File: config.mk
export PLATFORM = sky130hd
export DESIGN_NAME = iter_divider_ctrl
export DESIGN_NICKNAME = d
export VERILOG_FILES = /design/src/rtl/iter_divider_ctrl.sv
export SDC_FILE = /design/constraint.sdc
export NUM_CORES = 1
export LEC_CHECK = 0
export BUFFER_PORTS_ARGS = -buffer_cell sky130_fd_sc_hd__buf_2
export CAP_MARGIN = 25
export CELL_PAD_IN_SITES_DETAIL_PLACEMENT = 1
export CELL_PAD_IN_SITES_GLOBAL_PLACEMENT = 2
export CORE_MARGIN = 10
export CORE_UTILIZATION = 41
export CTS_BUF_LIST = sky130_fd_sc_hd__clkbuf_4
export CTS_CLUSTER_SIZE = 24
export DETAILED_ROUTE_END_ITERATION = 7
export PLACE_DENSITY = 0.95
export SYNTH_ARGS = -nofsm -noshare
export SYNTH_HDL_FRONTEND = slang
export SYNTH_SLANG_ARGS = --single-unit
File: constraint.sdc
create_clock -name clk -period 8.05 [get_ports clk]
set_clock_uncertainty 0.2 [all_clocks]
set_input_delay 0.4025 -clock clk [delete_from_list [all_inputs] [get_ports clk]]
set_output_delay 0.4025 -clock clk [all_outputs]
set_load 0.01 [all_outputs]
File: src/rtl/iter_divider_ctrl.sv
// Iterative restoring divider with start/busy/done handshake.
// One quotient bit per cycle in CALC, an optional sign-fix cycle, and a
// divide-by-zero fast path that goes straight to DONE. Result ports are
// loaded only on the edge that raises done, so they hold between divides.
module iter_divider_ctrl #(
    parameter int WIDTH     = 32,
    parameter bit SIGNED_EN = 1'b1
) (
    input  logic             clk,
    input  logic             rst,
    input  logic             start,
    input  logic             signed_mode,
    input  logic [WIDTH-1:0] dividend,
    input  logic [WIDTH-1:0] divisor,
    output logic [WIDTH-1:0] quotient,
    output logic [WIDTH-1:0] remainder,
    output logic             busy,
    output logic             done,
    output logic             div_by_zero
);

    localparam int CW = $clog2(WIDTH + 1);

    typedef enum logic [1:0] {IDLE, CALC, FIX, DONE} state_t;

    state_t           state;
    state_t           state_nxt;
    logic [CW-1:0]    count;
    logic [WIDTH-1:0] rem_w;
    logic [WIDTH-1:0] quo_w;
    logic [WIDTH-1:0] dvs_mag;
    logic             neg_quo;
    logic             neg_rem;
    logic             dbz_w;
    logic             accept;
    logic             last_step;
    logic             signed_act;
    logic             dvs_zero;
    logic [WIDTH:0]   shifted;
    logic [WIDTH:0]   trial;

    // Two's-complement negate, wrapping (MIN stays MIN).
    function automatic logic [WIDTH-1:0] neg(input logic [WIDTH-1:0] v);
        return '0 - v;
    endfunction

    // Unsigned magnitude of an operand; MIN maps to 2^(WIDTH-1).
    function automatic logic [WIDTH-1:0] mag(input logic signed [WIDTH-1:0] v,
                                             input logic en);
        logic [WIDTH-1:0] u;
        u = v;
        return (en && v[WIDTH-1]) ? neg(u) : u;
    endfunction

    assign signed_act = SIGNED_EN && signed_mode;
    assign dvs_zero   = (divisor == '0);
    // Partial remainder needs one extra bit after the shift for unsigned divisors near 2^WIDTH.
    assign shifted    = {rem_w, quo_w[WIDTH-1]};
    assign trial      = shifted - {1'b0, dvs_mag};

    // State register.
    always_ff @(posedge clk) begin
        if (!rst) state <= IDLE;
        else      state <= state_nxt;
    end

    // Next-state logic.
    always_comb begin
        state_nxt = state;
        case (state)
            IDLE:    if (start) state_nxt = dvs_zero ? DONE : CALC;
            CALC:    if (last_step) state_nxt = SIGNED_EN ? FIX : DONE;
            FIX:     state_nxt = DONE;
            DONE:    state_nxt = IDLE;
            default: state_nxt = IDLE;
        endcase
    end

    // Control strobes decoded from the current state.
    always_comb begin
        accept    = 1'b0;
        last_step = 1'b0;
        if (state == IDLE && start)            accept    = 1'b1;
        if (state == CALC && count == CW'(WIDTH - 1)) last_step = 1'b1;
    end

    // Working datapath: operand capture, restoring steps, sign fix.
    always_ff @(posedge clk) begin
        if (accept) begin
            if (dvs_zero) begin
                quo_w <= '1;
                rem_w <= dividend;
            end else begin
                quo_w <= mag(dividend, signed_act);
                rem_w <= '0;
            end
            dvs_mag <= mag(divisor, signed_act);
            neg_quo <= signed_act && (dividend[WIDTH-1] ^ divisor[WIDTH-1]);
            neg_rem <= signed_act && dividend[WIDTH-1];
            dbz_w   <= dvs_zero;
        end else if (state == CALC) begin
            rem_w <= trial[WIDTH] ? shifted[WIDTH-1:0] : trial[WIDTH-1:0];
            quo_w <= {quo_w[WIDTH-2:0], ~trial[WIDTH]};
        end else if (state == FIX) begin
            if (neg_quo) quo_w <= neg(quo_w);
            if (neg_rem) rem_w <= neg(rem_w);
        end
    end

    // Handshake, iteration counter and result ports.
    always_ff @(posedge clk) begin
        if (!rst) begin
            count       <= '0;
            busy        <= 1'b0;
            done        <= 1'b0;
            quotient    <= '0;
            remainder   <= '0;
            div_by_zero <= 1'b0;
        end else begin
            done <= (state == DONE);
            if (accept) begin
                busy  <= 1'b1;
                count <= '0;
            end else if (state == CALC) begin
                count <= count + CW'(1);
            end
            if (state == DONE) begin
                busy        <= 1'b0;
                quotient    <= quo_w;
                remainder   <= rem_w;
                div_by_zero <= dbz_w;
            end
        end
    end

endmodule

# --- Word level (Yosys, flattened, before mapping) ---
# Index checks and enable logic that the tools add are counted.
totals:
  latchBits: 0
  mem_bits_ro: 0
  n_memories: 0
  word_cells: 62
  ff_bits: 174
  input_bits: 68
  mem_bits_rw: 0
op_classes:
  mux: 19
  n_reduce_logical: 15
  n_div: 0
  shift: 0
  order_cmp: 0
  n_eq_ne: 6
  bitwise_logic: 3
  addsub: 6
  multipliers: 0
ops:
  columns: ["cell", "n"]
  rows:
  - ["two-way mux 32 bit", 13]
  - ["subtractor 1 x 32 -> 32 bit (first input constant)", 4]
  - ["subtractor 33 x 32 -> 33 bit", 1]
  - ["logical NOT 32 bit", 1]
  - ["nonzero test 3 bit", 3]
  - ["one-hot mux 2 bit (4 select lines)", 1]
  - ["adder 6 x 1 -> 6 bit (second input constant)", 1]
  - ["equality test 6 x 5 -> 1 bit (second input constant)", 1]
  - ["two-way mux 2 bit", 3]
  - ["AND reduction 2 bit", 3]
  - ["logical AND 1 bit", 5]
  - ["equality test 2 bit (second input constant)", 2]
  - ["inequality test 2 bit (second input constant)", 2]
  - ["OR reduction 2 bit", 2]
  - ["equality test 2 x 1 -> 1 bit (second input constant)", 1]
  - ["logical NOT 2 bit", 1]
  - ["two-way mux 1 bit", 2]
  - ["inverter 1 bit", 2]
  - ["bitwise XOR 1 bit", 1]

# --- Depth between registers and ports, before layout ---
# Gate-level depths: netlist of the first run.
logic_depth:
  depth_word: 5
  ltp_mapped: 14
  ltp_nobuf: 12

# --- Worst setup path before layout of the first run ---
# No wires, ideal clock.
synth_timing:
  path_type: "register -> register"
  startpoint: "register rem_w[16]"
  endpoint: "register rem_w[3], data pin"
  synth_period_minus_slack_ps: 3498
  slack_ps: 4552
  setup_ps: 267
  path_stages_with_launch: 12
  arrival_ps: 3032
  required_time_ps: 7583
  path_cell_list: "edfxtp_1 ha_1 a21oi_1 or3b_2 nor4_1 a211oi_1 o211ai_1 nor3b_1 buf_2 buf_4 mux2i_1 o21ai_0"
synth_between:
  elab_chain_len: 4
synth_lines:
  columns: ["item", "line_no", "rtl"]
  rows:
  - ["from (decl)", "29", "logic [WIDTH-1:0] rem_w;"]
  - ["from (signal assigned)", "92", "rem_w <= dividend;"]
  - ["from (signal assigned)", "102", "rem_w <= trial[WIDTH] ? shifted[WIDTH-1:0] : trial[WIDTH-1:0];"]
  - ["from (signal assigned)", "106", "if (neg_rem) rem_w <= neg(rem_w);"]
  - ["subtractor 33 x 32 -> 33 bit", "59", "assign trial = shifted - {1'b0, dvs_mag};"]
  - ["two-way mux 32 bit", "102", null]
  - ["two-way mux 32 bit", "101", "end else if (state == CALC) begin"]
  - ["two-way mux 32 bit", "89", "if (accept) begin"]
# No other way between the ends.
# A chain may end at the register's enable or synchronous reset.

# --- Worst setup path after layout of the first run ---
layout_timing:
  startpoint: "register quo_w[31]"
  endpoint: "register rem_w[28], data pin"
layout_between:
  elab_chain_len: 4
layout_lines:
  columns: ["item", "line_no", "rtl"]
  rows:
  - ["from (decl)", "30", "logic [WIDTH-1:0] quo_w;"]
  - ["from (signal assigned)", "94", "quo_w <= mag(dividend, signed_act);"]
  - ["from (signal assigned)", "103", "quo_w <= {quo_w[WIDTH-2:0], ~trial[WIDTH]};"]
  - ["from (signal assigned)", "105", "if (neg_quo) quo_w <= neg(quo_w);"]
  - ["subtractor 33 x 32 -> 33 bit", "59", null]
  - ["two-way mux 32 bit", "102", null]
  - ["two-way mux 32 bit", "101", null]
  - ["two-way mux 32 bit", "89", null]
# No other way between the ends.

==> tab_implementation.tex, run 1 <==
\begin{tabular}{lr}
\hline
Metric & Value \\
\hline
\multicolumn{2}{l}{\textbf{Floorplan}} \\
Die height & about 190 µm \\
Rows & 61 \\
Initial Util & about two fifths \\
Count of boundary I/O pins & around 140 \\
Core Footprint & $\sim$28000 µm² \\
Die area & 35070 µm² \\
Overall die width & roughly 190 µm \\
\multicolumn{2}{l}{\textbf{Critical path}} \\
Crit end category & flop \\
Launch instance of the worst register-to-register path & quo\_w[31]\$\_DFFE\_PP\_ \\
Maximum single-stage delay on the critical path & about 0.5 ns \\
Crit-path most repeated cell & mux2i\_1 \\
Startpoint types & flop \\
Critical path required time & roughly 8.2 ns \\
Cell family contributing the most delay on the critical path & compound AO/OA/AOI/OAI gates \\
Max stage delay cell, worst path & buf\_4 \\
Count of cells along the worst register-to-register path & 13 \\
Class of the most critical setup path & reg -> reg \\
Sequence of cells on the critical path & inv\_1 -> ha\_1 -> fa\_1 -> nand2b\_1 -> a21oi\_1 -> o21ai\_0 -> a211oi\_1 -> nor4b\_1 -> nor3b\_4 -> buf\_4 -> mux2i\_1 -> mux2i\_1 -> a22o\_1 \\
WP data arrival & 4.39 ns \\
Crit path buf inv count & 2 \\
Largest fanout on the critical path & 38 \\
Minimum setup slack among reg-to-reg paths & between 3 and 4 ns \\
Worst flop-to-flop path endpoint & rem\_w[28]\$\_DFFE\_PP\_ \\
\multicolumn{2}{l}{\textbf{Drt}} \\
Via-to-Cell Ratio & approximately 5.8 \\
First-pass DRT Iterations & 5 \\
Final routed DRC violation total & 0 \\
DRT antenna net count & 0 \\
Wire length reported by the detailed router & 37860 µm \\
Vias after detailed routing & roughly 10k \\
Wire length per cell after detailed routing & 20.87 µm \\
Iter 0 DRT Violations & 750 \\
\multicolumn{2}{l}{\textbf{Timing}} \\
Final period utilization & a little over half \\
Finish-stage setup viols & 0 \\
Pins Over Slew Limit & 0 \\
Final-report hold violation count & 0 \\
Max-Slew Margin vs Limit & between 30\% and 40\% \\
RSZ-0062 raised after global routing & no \\
F\_max & 0.2371 GHz \\
Final worst path period need & between 4 and 5 ns \\
Final hold slack & approximately 0.055 ns \\
Worst-margin pin slew & 1.005 ns \\
Setup TNS & 0 ns \\
\multicolumn{2}{l}{\textbf{Cells and area}} \\
Synthesis-to-finish area growth & 15.19\% \\
NumNets Final & 1531 \\
Share of final-layout standard cells stronger than drive strength 1 & between 10\% and 20\% \\
Design area & roughly 13000 µm² \\
\multicolumn{2}{l}{\textbf{Global route}} \\
Initial antenna violation count & 3 \\
GRT Util Overall & between 20\% and 30\% \\
Global route overflow & 0 \\
First-pass GRT wire length & between 50000 and 60000 µm \\
Number of global-route vias before repair & between 10k and 15k \\
Largest net degree at the start of global routing & roughly 50 \\
\multicolumn{2}{l}{\textbf{Synthesis}} \\
Synth top area cells & edfxtp\_1 26\%, dfxtp\_1 13\%, mux2i\_1 7.9\% \\
Post-synthesis register bit count & approximately 170 \\
Main flop type after synthesis & edfxtp\_1 \\
Fraction of registers with async set/reset & 0\% \\
Average cell area after synthesis & 9.005 µm² \\
Synthesized Nets & 1385 \\
Share of the yosys chip area belonging to registers & roughly two fifths \\
Library cells used by synthesis & 76 \\
Warnings, synthesis & 0 \\
Post-synthesis instance area & roughly 11000 µm² \\
Gate Count Post-Synth & between 1k and 1.5k \\
Most area-hungry cell type in the Yosys netlist & edfxtp\_1 \\
Number of synthesized flops with an enable pin & between 90 and 100 \\
Area fraction of the dominant cell type after synthesis & between 20\% and 30\% \\
\multicolumn{2}{l}{\textbf{CTS}} \\
Clock net sink count & 174 \\
Clock H-tree levels & 4 \\
Post-CTS setup repair buffer count & 0 \\
Post-CTS clock slew at the launch and capture registers of the worst setup and hold paths & 0.16 ns \\
Cts bufs inserted & 17 \\
Number of resized instances in the post-cts repair step & 0 \\
Clock insertion delay at the later pin of the skew report & between 0.6 and 0.7 ns \\
Clk buf depth & 2 \\
Clock tree root driver cell & clkbuf\_4 \\
CTS tree & built \\
\multicolumn{2}{l}{\textbf{Outcome}} \\
Result of the run & complete, no violations \\
\multicolumn{2}{l}{\textbf{Pwr}} \\
PwrDens & around 380 nW/µm² \\
Static power due to leakage & roughly 5.1 nW \\
IR drop worst, VDD & about 0.21 mV \\
\multicolumn{2}{l}{\textbf{Placement}} \\
Dpl cell area & about 13000 µm² \\
Half-perimeter wire length of the detailed placement result & between 20000 and 30000 µm \\
GPL Wtd Cong & 0.8940 \\
Count of buffers inserted at the top-level ports & roughly 130 \\
\multicolumn{2}{l}{\textbf{Min path}} \\
Worst Hold Launch & dividend[2] \\
Worst Hold End & rem\_w[2]\$\_DFFE\_PP\_ \\
Min-Delay Path Class & in -> reg \\
Worst Hold Path Cells & 3 \\
\multicolumn{2}{l}{\textbf{Job}} \\
Number of max-cap violations & 0 \\
\hline
\end{tabular}
cell type report:
class                           count  area, µm²
Timing Repair Buffer              187       1184
Sequential cell                   174       4474
Multi-Input combinational cell    979       6561
Clock buffer                       17      127.6
Fill cell                        3258      14490
Tap cell                          378      473.0
Clock inverter                     15      158.9
Inverter                           61      229.0
Antenna cell                        3      7.507
report_power, final:
group / internal, mW / switching (mW)
Sequential: 1.37 / 0.398
Clock: 0.189 / 0.344
Combinational: 1.08 / 1.65
logic make-up (layout without fill, tap and decap cells):
| kind of cell | count (synthesis) | in the layout | share of synthesized area [%] |
|---|---|---|---|
| flops | 174 | 174 | 39.00 |
| simple gates | 408 | 408 | 17.37 |
| compound gates | 312 | 312 | 17.18 |
| other cells | 0 | 3 | 0 |
| mux | 92 | 92 | 8.038 |
| buf+inv | 121 | 280 | 4.188 |
| fa+ha+maj | 43 | 43 | 4.755 |
| xor+xnor | 124 | 124 | 9.467 |
worst reg2reg max path: cells and delay by family (launching register included):
family / cells / cell delay (ns)
buffers and inverters: 2 / 0.60
AO/OA/AOI/OAI: 4 / 1.22
AND/OR/NAND/NOR: 3 / 0.55
multiplexers: 2 / 0.36
adder cells (fa/ha/maj): 2 / 0.66
flip-flops: 1 / 0.42
state kept, by name, indices dropped and copies added (netlist names):
signal       count
dvs_mag         32
quo_w           32
quotient        32
rem_w           32
remainder       32
count            6
state            2
busy             1
dbz_w            1
div_by_zero      1
done             1
neg_quo          1
neg_rem          1
per-layer routing:
metal | up-vias | part of all wire, % | global-route usage [%]
met1 | 5164 | 43 | 25.96
met4 | 0 | 3.5 | 8.530
met2 | 313 | 48 | 35.18
met5 | - | 0 | 0
li1 | 4938 | - | -
met3 | 64 | 5.0 | 3.673
synth_stat cells, types with 11 or more instances:
master	n
nor2_1	157
edfxtp_1	99
mux2i_1	91
o21ai_0	86
nand2_1	85
a21oi_1	77
dfxtp_1	75
xnor2_1	64
xor2_1	60
inv_1	59
clkbuf_1	50
a22oi_1	42
ha_1	42
nor3_1	30
nor4_1	20
o211ai_1	18
nand3_1	17
nand2b_1	14
nand4_1	13
o31ai_1	13
or4_1	13
a211oi_1	11
nor2b_1	11
layout by cell type (no fill, tap or decap), types with 42 or more instances in the layout:
cell      count
buf_2       134
a22oi_1      42
xor2_1       60
o21ai_0      86
xnor2_1      64
inv_1        59
nand2_1      85
a21oi_1      77
edfxtp_1     99
nor2_1      156
dfxtp_1      75
mux2i_1      91
metrics by stage:
stage	setup WS, ns	util, %	total power, mW	instances
finish	3.832	47.70	5.030	1814
global route	3.531	47.69	5.400	1813
floorplan	4.552	-	3.638	1274
CTS	3.857	47.67	5.005	1811
global placement	3.992	45.08	4.331	1737
detailed placement	3.881	45.16	4.449	1738
worst max-delay path by stage:
stage                         from                   to  cells past startpoint
2_1_floorplan  rem_w[16]$_DFFE_PP_   rem_w[3]$_DFFE_PP_                     11
3_5_place_dp   quo_w[31]$_DFFE_PP_  rem_w[28]$_DFFE_PP_                     13
3_3_place_gp   rem_w[16]$_DFFE_PP_  rem_w[29]$_DFFE_PP_                     11
6_report       quo_w[31]$_DFFE_PP_  rem_w[28]$_DFFE_PP_                     13
4_1_cts        quo_w[31]$_DFFE_PP_  rem_w[28]$_DFFE_PP_                     13
5_1_grt        rem_w[16]$_DFFE_PP_  rem_w[29]$_DFFE_PP_                     11
timing repair:
| item | 4_1_cts | 5_1_grt |
|---|---|---|
| hold buffers | 41 | 0 |
| hold endpoints to repair | 43 | 0 |
| endpoints found under the setup margin | 0 | 0 |
(Power assumes the default switching activity.)
==> run 2: changes to the inputs <==
Settings changed: CORE_UTILIZATION 41 to 34, PLACE_DENSITY 0.95 to 0.87.
Clock period 8.05 ns to 3.6 ns, I/O delays scaled along.
==> run 2 against run 1 <==
Net effect:
- global-route usage decreased by 1.4 points
- flip-flop and latch count stayed put
- clock-buffer cell count rose by 1
- setup slack lost 3.7 ns
- via count is 4.7% higher
- critical path type unchanged
- critical endpoint is now rem_w[27]$_DFFE_PP_
- highest routed layer unchanged
==> tab_implementation.tex, run 2 (synthesis results as in run 1) <==
\begin{tabular}{lr}
\hline
Metric & Value \\
\hline
\multicolumn{2}{l}{\textbf{Critical path}} \\
WP data arrival & 3.64 ns \\
Minimum setup slack among reg-to-reg paths & approximately 0.11 ns \\
Maximum single-stage delay on the critical path & $\sim$0.51 ns \\
Cell family contributing the most delay on the critical path & simple AND/OR/NAND/NOR gates \\
Largest fanout on the critical path & 5 \\
Sequence of cells on the critical path & buf\_4 -> or4\_1 -> or2\_1 -> or4\_4 -> nor2\_4 -> nand3b\_4 -> or3\_2 -> a32oi\_2 -> o211ai\_1 \\
Critical path required time & $\sim$3.8 ns \\
Startpoint types & flop \\
Crit end category & flop \\
Class of the most critical setup path & reg -> reg \\
Max stage delay cell, worst path & or4\_1 \\
Crit path buf inv count & 1 \\
\multicolumn{2}{l}{\textbf{Floorplan}} \\
Count of boundary I/O pins & between 100 and 150 \\
Core Footprint & approximately 33000 µm² \\
Die height & 203.7 µm \\
Overall die width & approximately 200 µm \\
Die area & between 40000 and 50000 µm² \\
Rows & 67 \\
Initial Util & between 30\% and 40\% \\
\multicolumn{2}{l}{\textbf{Cells and area}} \\
Share of final-layout standard cells stronger than drive strength 1 & a little under a fifth \\
Leading cell type in the layout, fill and taps excluded & nor2\_1 \\
Most frequent cells in the layout & 156 x nor2\_1, 135 x buf\_2, 99 x edfxtp\_1, 90 x mux2i\_1, 89 x dlygate4sd3\_1 \\
Design area & around 15000 µm² \\
Number of non-filler instances in the completed layout & about 2k \\
Synthesis-to-finish area growth & 26.49\% \\
NumNets Final & 1658 \\
\multicolumn{2}{l}{\textbf{Timing}} \\
Final hold slack & roughly 0.21 ns \\
F\_max & about 0.29 GHz \\
Finish-stage setup viols & 0 \\
Final worst path period need & between 3 and 4 ns \\
Worst-margin pin slew & approximately 0.92 ns \\
Pins Over Slew Limit & 0 \\
Max-Slew Margin vs Limit & about two fifths \\
Final period utilization & 96.94\% \\
Final-report hold violation count & 0 \\
\multicolumn{2}{l}{\textbf{Global route}} \\
First-pass GRT wire length & 64210 µm \\
Global route overflow & 0 \\
Largest net degree at the start of global routing & 49 \\
Initial antenna violation count & 1 \\
Number of global-route vias before repair & $\sim$11k \\
GRT Util Overall & between 15 and 20\% \\
\multicolumn{2}{l}{\textbf{Placement}} \\
Half-perimeter wire length of the detailed placement result & approximately 32000 µm \\
Dpl cell area & between 10000 and 15000 µm² \\
GPL Wtd Cong & around 0.9 \\
Count of buffers inserted at the top-level ports & roughly 130 \\
Post-Place Cells & 1875 \\
\multicolumn{2}{l}{\textbf{CTS}} \\
Clock H-tree levels & 4 \\
Post-CTS clock slew at the launch and capture registers of the worst setup and hold paths & 0.16 ns \\
Clock tree root driver cell & clkbuf\_4 \\
Cts bufs inserted & 17 \\
CTS tree & built \\
Clk buf depth & 2 \\
Clock net sink count & 174 \\
Clock insertion delay at the later pin of the skew report & about 0.64 ns \\
\multicolumn{2}{l}{\textbf{Pwr}} \\
Part of the total power dissipated in the clock network & around a tenth \\
Power dissipated by switching net loads & a little under 6 mW \\
Logic pwr share & roughly three fifths \\
Part of the power in registers & slightly below 30\% \\
PwrDens & between 800 and 900 nW/µm² \\
IR drop worst, VDD & between 0.3 and 0.4 mV \\
Switching share of total power & 46.39\% \\
Cell internal pwr & 6.718 mW \\
Static power due to leakage & $\sim$5.7 nW \\
\multicolumn{2}{l}{\textbf{Drt}} \\
Vias after detailed routing & 10.97k \\
Iter 0 DRT Violations & a little over 800 \\
Final routed DRC violation total & 0 \\
Wire length per cell after detailed routing & $\sim$21 µm \\
Wire length reported by the detailed router & slightly above 40000 µm \\
Via-to-Cell Ratio & 5.460 \\
First-pass DRT Iterations & 5 \\
DRT antenna net count & 0 \\
\multicolumn{2}{l}{\textbf{Job}} \\
Number of max-cap violations & 0 \\
\multicolumn{2}{l}{\textbf{Outcome}} \\
Result of the run & complete, no violations \\
\multicolumn{2}{l}{\textbf{Min path}} \\
Min-Delay Path Class & in -> reg \\
\hline
\end{tabular}
## run 2: changes by cell type in the layout (fill, tap and decap cells not counted), moves of 3 or more
cell | previous run | this run
dlygate4sd3_1 | 41 | 89
buf_4 | 11 | 84
o21ai_1 | 2 | 6
o21ai_0 | 86 | 80
buf_12 | 1 | 4
## run 2: worst reg2reg max path, stage by stage (launching register included)
cell and delay [ns]:
edfxtp_1 0.50, buf_4 0.20, or4_1 0.51, or2_1 0.26, or4_4 0.47, nor2_4 0.14, nand3b_4 0.13, or3_2 0.45
a32oi_2 0.22, o211ai_1 0.13
## run 2: power groups by stage
stage	Clock, mW	Combinational, mW	Sequential, mW
final	1.22	7.59	3.72
after global routing	1.32	8.28	3.80
after CTS	1.25	7.12	3.69
after detailed placement	0	6.97	3.74
after global placement	0	6.73	3.70
after floorplan	0	4.49	3.64
## run 2: timing repair
item                                    in CTS  in global routing
gates resized for setup                      4                 25
pin swaps                                    0                  6
endpoints found under the hold margin      110                  0
setup buffers                                0                 11
cloned                                       0                  1
hold buffers                                89                  0
endpoints found under the setup margin      11                 28
## run 2: final timing paths
check / start / end / cells after the start
setup reg to reg: rem_w[11]$_DFFE_PP_ / rem_w[27]$_DFFE_PP_ / 9
setup / recovery: rem_w[11]$_DFFE_PP_ / rem_w[27]$_DFFE_PP_ / 9
hold reg to reg: count[5]$_SDFFE_PP0P_ / count[5]$_SDFFE_PP0P_ / 2
hold / removal: divisor[0] / dvs_mag[0]$_DFFE_PP_ / 2
## run 2: per-stage QoR
stage	utilization [%]	setup TNS [ns]	worst slack, ns	power (mW)
floorplan	-	0	0.1018	8.136
global placement	39.19	0	0.04177	10.43
detailed placement	39.19	-0.07483	-0.03366	10.71
CTS	42.75	0	0.02523	12.06
global route	43.38	-0.5948	-0.08185	13.40
finish	43.38	0	0.1100	12.53
## run 2: layout make-up
type	count	area, µm²
repair buffers	314	2300
diodes	1	2.502
well taps	448	560.5
clock inverters	14	153.9
multi-input cells	979	6656
fillers	3951	18940
flip-flops and latches	174	4474
inverters	61	229.0
clock buffers	18	135.1
## run 2: per-layer routing
layer	vias to the layer above	part of all wire, %	track usage [%]
li1	5195	-	-
met1	5391	43	24.35
met2	318	48	32.51
met3	65	5.7	3.998
met4	0	3.3	7.301
met5	-	0	0
